<file path="src/rtl/bus_dec_pkg.sv">
// Shared types and helpers for the CPU bus decoder: FSM states, fault status
// layout and error-window word offsets.
package bus_dec_pkg;

  localparam int unsigned DW = 32;
  localparam int unsigned EW = 8;

  typedef enum logic {
    ST_IDLE = 1'b0,
    ST_ERR  = 1'b1
  } state_t;

  // Low three bits of error-window word 1
  typedef struct packed {
    logic we;
    logic tmo;
    logic unm;
  } flt_stat_t;

  localparam logic ERR_WORD_ADDR = 1'b0;
  localparam logic ERR_WORD_STAT = 1'b1;

  function automatic logic [EW-1:0] sat_inc(input logic [EW-1:0] v);
    return (v == '1) ? v : v + EW'(1);
  endfunction

  function automatic logic [DW-1:0] stat_word(input logic [EW-1:0] cnt, input flt_stat_t st);
    return {16'h0, cnt, 5'b0, st};
  endfunction

endpackage

</file>
<file path="src/rtl/bus_dec_if.sv">
// CPU-side bus of the decoder: the CPU is master, bus_dec is slave.
interface bus_dec_if #(
  parameter int unsigned AW = 22
) ();

  logic          bus_stb;
  logic          bus_we;
  logic [AW-1:0] bus_addr;
  logic [31:0]   bus_wdat;
  logic [31:0]   bus_din;
  logic          bus_ack;

  modport master (output bus_stb, bus_we, bus_addr, bus_wdat, input bus_din, bus_ack);
  modport slave  (input bus_stb, bus_we, bus_addr, bus_wdat, output bus_din, bus_ack);

endinterface

</file>
<file path="src/rtl/bus_tmo.sv">
// Ack wait counter: counts while enabled, clears on request, flags the last
// cycle before a timeout.
module bus_tmo #(
  parameter int unsigned TMO_CYC = 255,
  parameter int unsigned CW      = 8
) (
  input  logic clk,
  input  logic rst,
  input  logic clr,
  input  logic en,
  output logic term_c
);

  logic [CW-1:0] cnt_q, cnt_d;

  always_comb begin
    cnt_d = cnt_q;
    if (clr) begin
      cnt_d = '0;
    end else if (en) begin
      cnt_d = cnt_q + CW'(1);
    end
  end

  always_ff @(posedge clk or posedge rst) begin
    if (rst) begin
      cnt_q <= '0;
    end else begin
      cnt_q <= cnt_d;
    end
  end

  assign term_c = (cnt_q == CW'(TMO_CYC - 1));

endmodule

</file>
<file path="src/rtl/bus_dec.sv">
// CPU bus decoder/mux for NSLV slaves with timeout/unmapped termination and a
// two-word fault window with sticky interrupt.
module bus_dec
  import bus_dec_pkg::*;
#(
  parameter int unsigned           NSLV     = 8,
  parameter int unsigned           AW       = 22,
  parameter logic [NSLV*AW-1:0]    SLV_BASE = '0,
  parameter logic [NSLV*AW-1:0]    SLV_MASK = '1,
  parameter logic [AW-1:0]         ERR_BASE = AW'(22'h3FFFE8),
  parameter int unsigned           TMO_CYC  = 255,
  parameter int unsigned           CW       = 8
) (
  input  logic               clk,
  input  logic               rst,
  bus_dec_if.slave           bus,
  output logic [NSLV-1:0]    slv_stb,
  input  logic [NSLV*32-1:0] slv_dout,
  input  logic [NSLV-1:0]    slv_ack,
  output logic               err_irq
);

  state_t         state_q, state_d;
  logic           cause_tmo_q, cause_tmo_d;
  logic [AW-1:0]  flt_addr_q, flt_addr_d;
  flt_stat_t      flt_stat_q, flt_stat_d;
  logic [EW-1:0]  cnt_err_q, cnt_err_d;
  logic           err_irq_q, err_irq_d;

  logic            err_hit, slv_found, sel_ack;
  logic [NSLV-1:0] slv_sel;
  logic [DW-1:0]   sel_dat, win_rdat;
  logic            idle, slv_req, unm_req, win_req, slv_done, tmo_hit, clr_req;
  logic            tmo_en, tmo_term_c;
  logic            unused_wdat;

  // Address decode: error window first, then lowest-index matching slave
  always_comb begin
    err_hit   = (bus.bus_addr[AW-1:1] == ERR_BASE[AW-1:1]);
    slv_found = 1'b0;
    slv_sel   = '0;
    sel_dat   = '0;
    sel_ack   = 1'b0;
    for (int unsigned i = 0; i < NSLV; i++) begin
      if (!slv_found && ((bus.bus_addr & SLV_MASK[i*AW +: AW]) == SLV_BASE[i*AW +: AW])) begin
        slv_found  = 1'b1;
        slv_sel[i] = 1'b1;
        sel_dat    = slv_dout[i*32 +: 32];
        sel_ack    = slv_ack[i];
      end
    end
  end

  always_comb begin
    idle     = (state_q == ST_IDLE);
    win_req  = bus.bus_stb & idle & err_hit;
    slv_req  = bus.bus_stb & idle & !err_hit & slv_found;
    unm_req  = bus.bus_stb & idle & !err_hit & !slv_found;
    slv_done = slv_req & sel_ack;
    tmo_en   = slv_req & !sel_ack;
    tmo_hit  = tmo_en & tmo_term_c;
    clr_req  = win_req & bus.bus_we & (bus.bus_addr[0] == ERR_WORD_STAT);
    win_rdat = (bus.bus_addr[0] == ERR_WORD_STAT) ? stat_word(cnt_err_q, flt_stat_q)
                                                  : DW'({flt_addr_q, 2'b00});
    slv_stb     = slv_req ? slv_sel : '0;
    bus.bus_ack = !idle | win_req | slv_done;
    bus.bus_din = win_req ? win_rdat : (slv_req ? sel_dat : '0);
  end

  assign unused_wdat = ^bus.bus_wdat;

  bus_tmo #(
    .TMO_CYC (TMO_CYC),
    .CW      (CW)
  ) u_tmo (
    .clk    (clk),
    .rst    (rst),
    .clr    (!tmo_en | tmo_term_c),
    .en     (tmo_en),
    .term_c (tmo_term_c)
  );

  // A fault entry takes precedence over a pending status clear
  always_comb begin
    state_d     = state_q;
    cause_tmo_d = cause_tmo_q;
    flt_addr_d  = flt_addr_q;
    flt_stat_d  = flt_stat_q;
    cnt_err_d   = cnt_err_q;
    err_irq_d   = err_irq_q;
    case (state_q)
      ST_IDLE: begin
        if (unm_req || tmo_hit) begin
          state_d     = ST_ERR;
          cause_tmo_d = tmo_hit;
        end else if (clr_req) begin
          err_irq_d      = 1'b0;
          flt_stat_d.tmo = 1'b0;
          flt_stat_d.unm = 1'b0;
        end
      end
      ST_ERR: begin
        state_d        = ST_IDLE;
        flt_addr_d     = bus.bus_addr;
        flt_stat_d.we  = bus.bus_we;
        flt_stat_d.tmo = cause_tmo_q;
        flt_stat_d.unm = !cause_tmo_q;
        cnt_err_d      = sat_inc(cnt_err_q);
        err_irq_d      = 1'b1;
      end
      default: state_d = ST_IDLE;
    endcase
  end

  always_ff @(posedge clk or posedge rst) begin
    if (rst) begin
      state_q     <= ST_IDLE;
      cause_tmo_q <= 1'b0;
      flt_addr_q  <= '0;
      flt_stat_q  <= '0;
      cnt_err_q   <= '0;
      err_irq_q   <= 1'b0;
    end else begin
      state_q     <= state_d;
      cause_tmo_q <= cause_tmo_d;
      flt_addr_q  <= flt_addr_d;
      flt_stat_q  <= flt_stat_d;
      cnt_err_q   <= cnt_err_d;
      err_irq_q   <= err_irq_d;
    end
  end

  assign err_irq = err_irq_q;

endmodule
</file>
<file path="src/flat_wrapper.sv">
// flat-port wrapper written by rule: the top's interface ports become plain ports
module bus_dec_flat import bus_dec_pkg::*;
#(
  parameter int unsigned           NSLV     = 8,
  parameter int unsigned           AW       = 22,
  parameter logic [NSLV*AW-1:0]    SLV_BASE = '0,
  parameter logic [NSLV*AW-1:0]    SLV_MASK = '1,
  parameter logic [AW-1:0]         ERR_BASE = AW'(22'h3FFFE8),
  parameter int unsigned           TMO_CYC  = 255,
  parameter int unsigned           CW       = 8
)
  (clk, rst, slv_stb, slv_dout, slv_ack, err_irq, bus_bus_stb, bus_bus_we, bus_bus_addr, bus_bus_wdat, bus_bus_din, bus_bus_ack);
  bus_dec_if #(.AW(AW)) bus_i ();
  input  logic clk;
  input  logic rst;
  output logic [NSLV-1:0] slv_stb;
  input  logic [NSLV*32-1:0] slv_dout;
  input  logic [NSLV-1:0] slv_ack;
  output logic err_irq;
  input wire logic [$bits(bus_i.bus_stb)-1:0] bus_bus_stb;
  input wire logic [$bits(bus_i.bus_we)-1:0] bus_bus_we;
  input wire logic [$bits(bus_i.bus_addr)-1:0] bus_bus_addr;
  input wire logic [$bits(bus_i.bus_wdat)-1:0] bus_bus_wdat;
  output wire logic [$bits(bus_i.bus_din)-1:0] bus_bus_din;
  output wire logic [$bits(bus_i.bus_ack)-1:0] bus_bus_ack;
  assign bus_i.bus_stb = bus_bus_stb;
  assign bus_i.bus_we = bus_bus_we;
  assign bus_i.bus_addr = bus_bus_addr;
  assign bus_i.bus_wdat = bus_bus_wdat;
  assign bus_bus_din = bus_i.bus_din;
  assign bus_bus_ack = bus_i.bus_ack;
  bus_dec #(.NSLV(NSLV), .AW(AW), .SLV_BASE(SLV_BASE), .SLV_MASK(SLV_MASK), .ERR_BASE(ERR_BASE), .TMO_CYC(TMO_CYC), .CW(CW)) u_core (.clk(clk), .rst(rst), .bus(bus_i), .slv_stb(slv_stb), .slv_dout(slv_dout), .slv_ack(slv_ack), .err_irq(err_irq));
endmodule
</file>
<file path="config.mk">
export PLATFORM = sky130hd
export DESIGN_NAME = bus_dec_flat
export DESIGN_NICKNAME = d
export VERILOG_FILES = /design/src/rtl/bus_dec_pkg.sv /design/src/rtl/bus_dec_if.sv /design/src/rtl/bus_tmo.sv /design/src/rtl/bus_dec.sv /design/src/flat_wrapper.sv
export SDC_FILE = /design/constraint.sdc
export NUM_CORES = 1
export LEC_CHECK = 0
export BUFFER_PORTS_ARGS = -buffer_cell sky130_fd_sc_hd__buf_2
export CELL_PAD_IN_SITES_DETAIL_PLACEMENT = 1
export CELL_PAD_IN_SITES_GLOBAL_PLACEMENT = 1
export CORE_AREA = 2 2 143 145
export CTS_BUF_LIST = sky130_fd_sc_hd__clkbuf_4 sky130_fd_sc_hd__clkbuf_8
export DETAILED_ROUTE_END_ITERATION = 16
export DIE_AREA = 0 0 145 147
export PLACE_DENSITY = 0.58
export SYNTH_ARGS = -nofsm -noshare
export SYNTH_HDL_FRONTEND = slang
export SYNTH_SLANG_ARGS = --single-unit
export TNS_END_PERCENT = 20
</file>
<file path="constraint.sdc">
create_clock -name clk -period 2.2 [get_ports clk]
set_clock_uncertainty 0.05 [all_clocks]
set_input_delay 0 -clock clk [delete_from_list [all_inputs] [get_ports clk]]
set_output_delay 0 -clock clk [all_outputs]
set_load 0.005 [all_outputs]
</file>
==> flow_summary_export.csv <==
group,metric,value,unit
drt,wl_met2,4.73,mm
power_and_ir_drop,irDropWorstVdd,0.000235,V
outcome,status,"finished, final reports clean",
die,ioPinCount,364,
drt,top_layer_used,"met5",
drt,met1_length,4.40,mm
synth,syn_area_per_cell,11.0,sq um
drt,via_per_inst,3.82,
clock_tree,clockBufferDepth,2,
worst_setup_path,crit_fanout,12,
drt,dr.pass1.iters,4,
synth,ys_warn_count,0,
die,core-area,19800,sq um
drt,ant_nets,0,
timing,fin_crit_sh,89.8,%
die,initial_core_util,13.0,%
die,rows,52,
clock_tree,insertion_delay,0.31,ns
cells_and_area,drive_gt1_share,39.4,%
timing,max_freq,506,MHz
clock_tree,postCtsSetupRepairBufs,0,
cells_and_area,fin_area,3710,sq um
clock_tree,cts_root_buf,"clkbuf_8",
timing,period_needed,1.98,ns
synth,netlist_area,2580,sq um
hold_path,hp-class,"in -> reg",
global_route,grt.overflow.total,0,
synth,synth_edf_count,0,
timing,slew_violations,0,
cells_and_area,fill_cells,2322,
cells_and_area,layout_common_cells,"buf_2 (93), dfrtp_1 (44), a32o_1 (23), dlygate4sd3_1 (23), mux2_2 (17)",
clock_tree,htree_num_levels,2,
drt,wirelength,9.86,mm
drt,drc,0,
power_and_ir_drop,power_density,541,nW/um^2
timing,setup_violations,0,
placement,dpl-instance-area,3380,sq um
placement,port_buffers,93,
clock_tree,numClockSinks,44,
placement,hpwl,7.79,mm
synth,synth_cells,235,
clock_tree,numCtsBuffers,5,
global_route,grt_pass1_wl,15.4,mm
power_and_ir_drop,p_leak,0.00161,uW
global_route,antenna_found_initial,6,
drt,wl_per_cell,15.6,microns
synth,yosysSeqAreaShare,42.7,%
cells_and_area,layout.nets,682,
timing,maxSlewHeadroom,67.2,%
cells_and_area,final_common_cell,"buf_2",
clock_tree,cts_tree,"yes",
timing,finalSetupTns,0,ns
die,dieArea,21300,sq um
global_route,first_global_vias,2569,
worst_setup_path,crit_path_start_kind,"primary input",
timing,final_hold_viol_count,0,
synth,async_flop_share,100,%
drt,drt_iter0_drc,111,
drt,wl_met3,565,microns
die,dieWidth,145,microns
synth,synth_seq_cells,44,
worst_setup_path,crit_type,"in -> out",
global_route,track_usage,9.29,%
worst_setup_path,cp-end-kind,"primary output",
timing,hold_ws,0.0180,ns
timing,rsz0062_at_grt,"no",
synth,yosysUniqueCellTypes,43,
global_route,grt_max_degree,28,
synth,ys.flop_type,"dfrtp_1",
worst_setup_path,critPathArrivalTime,1.93,ns
worst_setup_path,crit_required,2.15,ns
drt,num_vias,2412,
timing,worst_pin_slew,0.489,ns
clock_tree,path_clk_slew,0.09,ns
placement,gp_congestion,0.747,
cells_and_area,syn_to_final_growth,43.6,%
run,maxCapViolCount,0,
die,dieHeight,147,microns
==> critical path, stage by stage <==
cell	delay [ns]
buf_2	0.14
or4_1	0.54
nor4_2	0.28
and2_1	0.41
buf_4	0.26
a32o_1	0.18
buf_2	0.11
==> registers in the layout (all words and copies together) (netlist names) <==
name                flops
u_core.flt_addr_q      22
u_core.cnt_err_q        8
u_core.u_tmo.cnt_q      8
u_core.flt_stat_q       3
u_core.cause_tmo_q      1
u_core.err_irq          1
u_core.state_q          1
==> repair_timing <==
item / 4_1_cts / 5_1_grt
hold buffers: 23 / 0
hold endpoints to repair: 66 / 0
gates resized for setup: 0 / 0
==> synth_stat cells, types with 3 or more instances <==
| cell | count | area, sq um |
|---|---|---|
| nand2_1 | 13 | 48.8 |
| and3_1 | 11 | 68.8 |
| nor3_1 | 9 | 45.0 |
| ha_1 | 3 | 37.5 |
| buf_4 | 9 | 67.6 |
| a32o_1 | 23 | 230 |
| xnor2_1 | 5 | 43.8 |
| buf_6 | 3 | 33.8 |
| nor2_1 | 8 | 30.0 |
| a21oi_1 | 4 | 20.0 |
| and2_1 | 3 | 18.8 |
| mux2_2 | 17 | 191 |
| or4_1 | 4 | 30.0 |
| mux2_1 | 16 | 180 |
| clkbuf_1 | 5 | 18.8 |
| xor2_1 | 6 | 52.6 |
| nand4_1 | 6 | 37.5 |
| a31o_1 | 3 | 26.3 |
| dfrtp_1 | 44 | 1100 |
| inv_1 | 4 | 15.0 |
| nand3_1 | 8 | 40.0 |
| nor4_1 | 5 | 31.3 |
==> worst paths after layout <==
kind | start | endpoint | slack (ns) | cells after the start
worst max-delay path | bus_bus_addr[0] | bus_bus_din[20] | 0.22 | 7
worst min-delay path | slv_ack[0] | u_core.u_tmo.cnt_q[2]$_DFFE_PP0P_ | 0.02 | 4
worst max register to register | u_core.state_q$_DFF_PP0_ | u_core.cnt_err_q[1]$_DFFE_PP0P_ | 0.55 | 3
worst min register to register | u_core.err_irq$_DFFE_PP0P_ | u_core.err_irq$_DFFE_PP0P_ | 0.43 | 1
max in group asynchronous | rst | u_core.state_q$_DFF_PP0_ | 1.53 | 4
min in group asynchronous | rst | u_core.cause_tmo_q$_DFFE_PP0P_ | 0.08 | 3
==> kinds of logic (layout without fill, tap and decap cells) <==
logic type,count (synthesis),after routing,share of synthesized area (%)
multiplexers,33,33,14.4
XOR/XNOR,11,11,3.73
flip-flops,44,44,42.7
AND/OR/NAND/NOR,82,82,19.0
other,1,10,0.145
buffers and inverters,25,142,5.86
AO/OA/AOI/OAI,36,36,12.7
adder cells (fa/ha/maj),3,3,1.45
==> power breakdown <==
group / switching [uW] / internal [uW]
combinational: 203 / 219
sequential: 112 / 928
clock: 319 / 226
==> cell type report <==
type | count | area [sq um] | share of cell area (%)
Multi-Input combinational cell | 172 | 1360 | 36.6
Sequential cell | 44 | 1100 | 29.7
Timing Repair Buffer | 129 | 793 | 21.4
Tap cell | 270 | 338 | 9.12
Clock buffer | 5 | 68.8 | 1.86
Clock inverter | 3 | 23.8 | 0.641
Inverter | 5 | 18.8 | 0.506
Antenna cell | 3 | 7.51 | 0.203
==> stage by stage <==
stage / setup slack (ns) / total power, uW / utilization [%] / std cells
3_3_place_gp: 0.185 / 1430 / 17.0 / 597
2_1_floorplan: 0.623 / 1270 / - / 241
5_1_grt: 0.0386 / 2140 / 18.7 / 630
4_1_cts: 0.188 / 2040 / 18.6 / 628
6_report: 0.224 / 2010 / 18.7 / 631
3_5_place_dp: 0.213 / 1450 / 17.0 / 597
==> per-layer routing <==
layer / global-route usage [%] / vias to the layer above
li1: - / 1127
met1: 12.0 / 1200
met2: 15.5 / 68
met3: 2.33 / 11
met4: 2.67 / 6
met5: 0 / -
No activity file was read; power rests on OpenSTA's default activity.
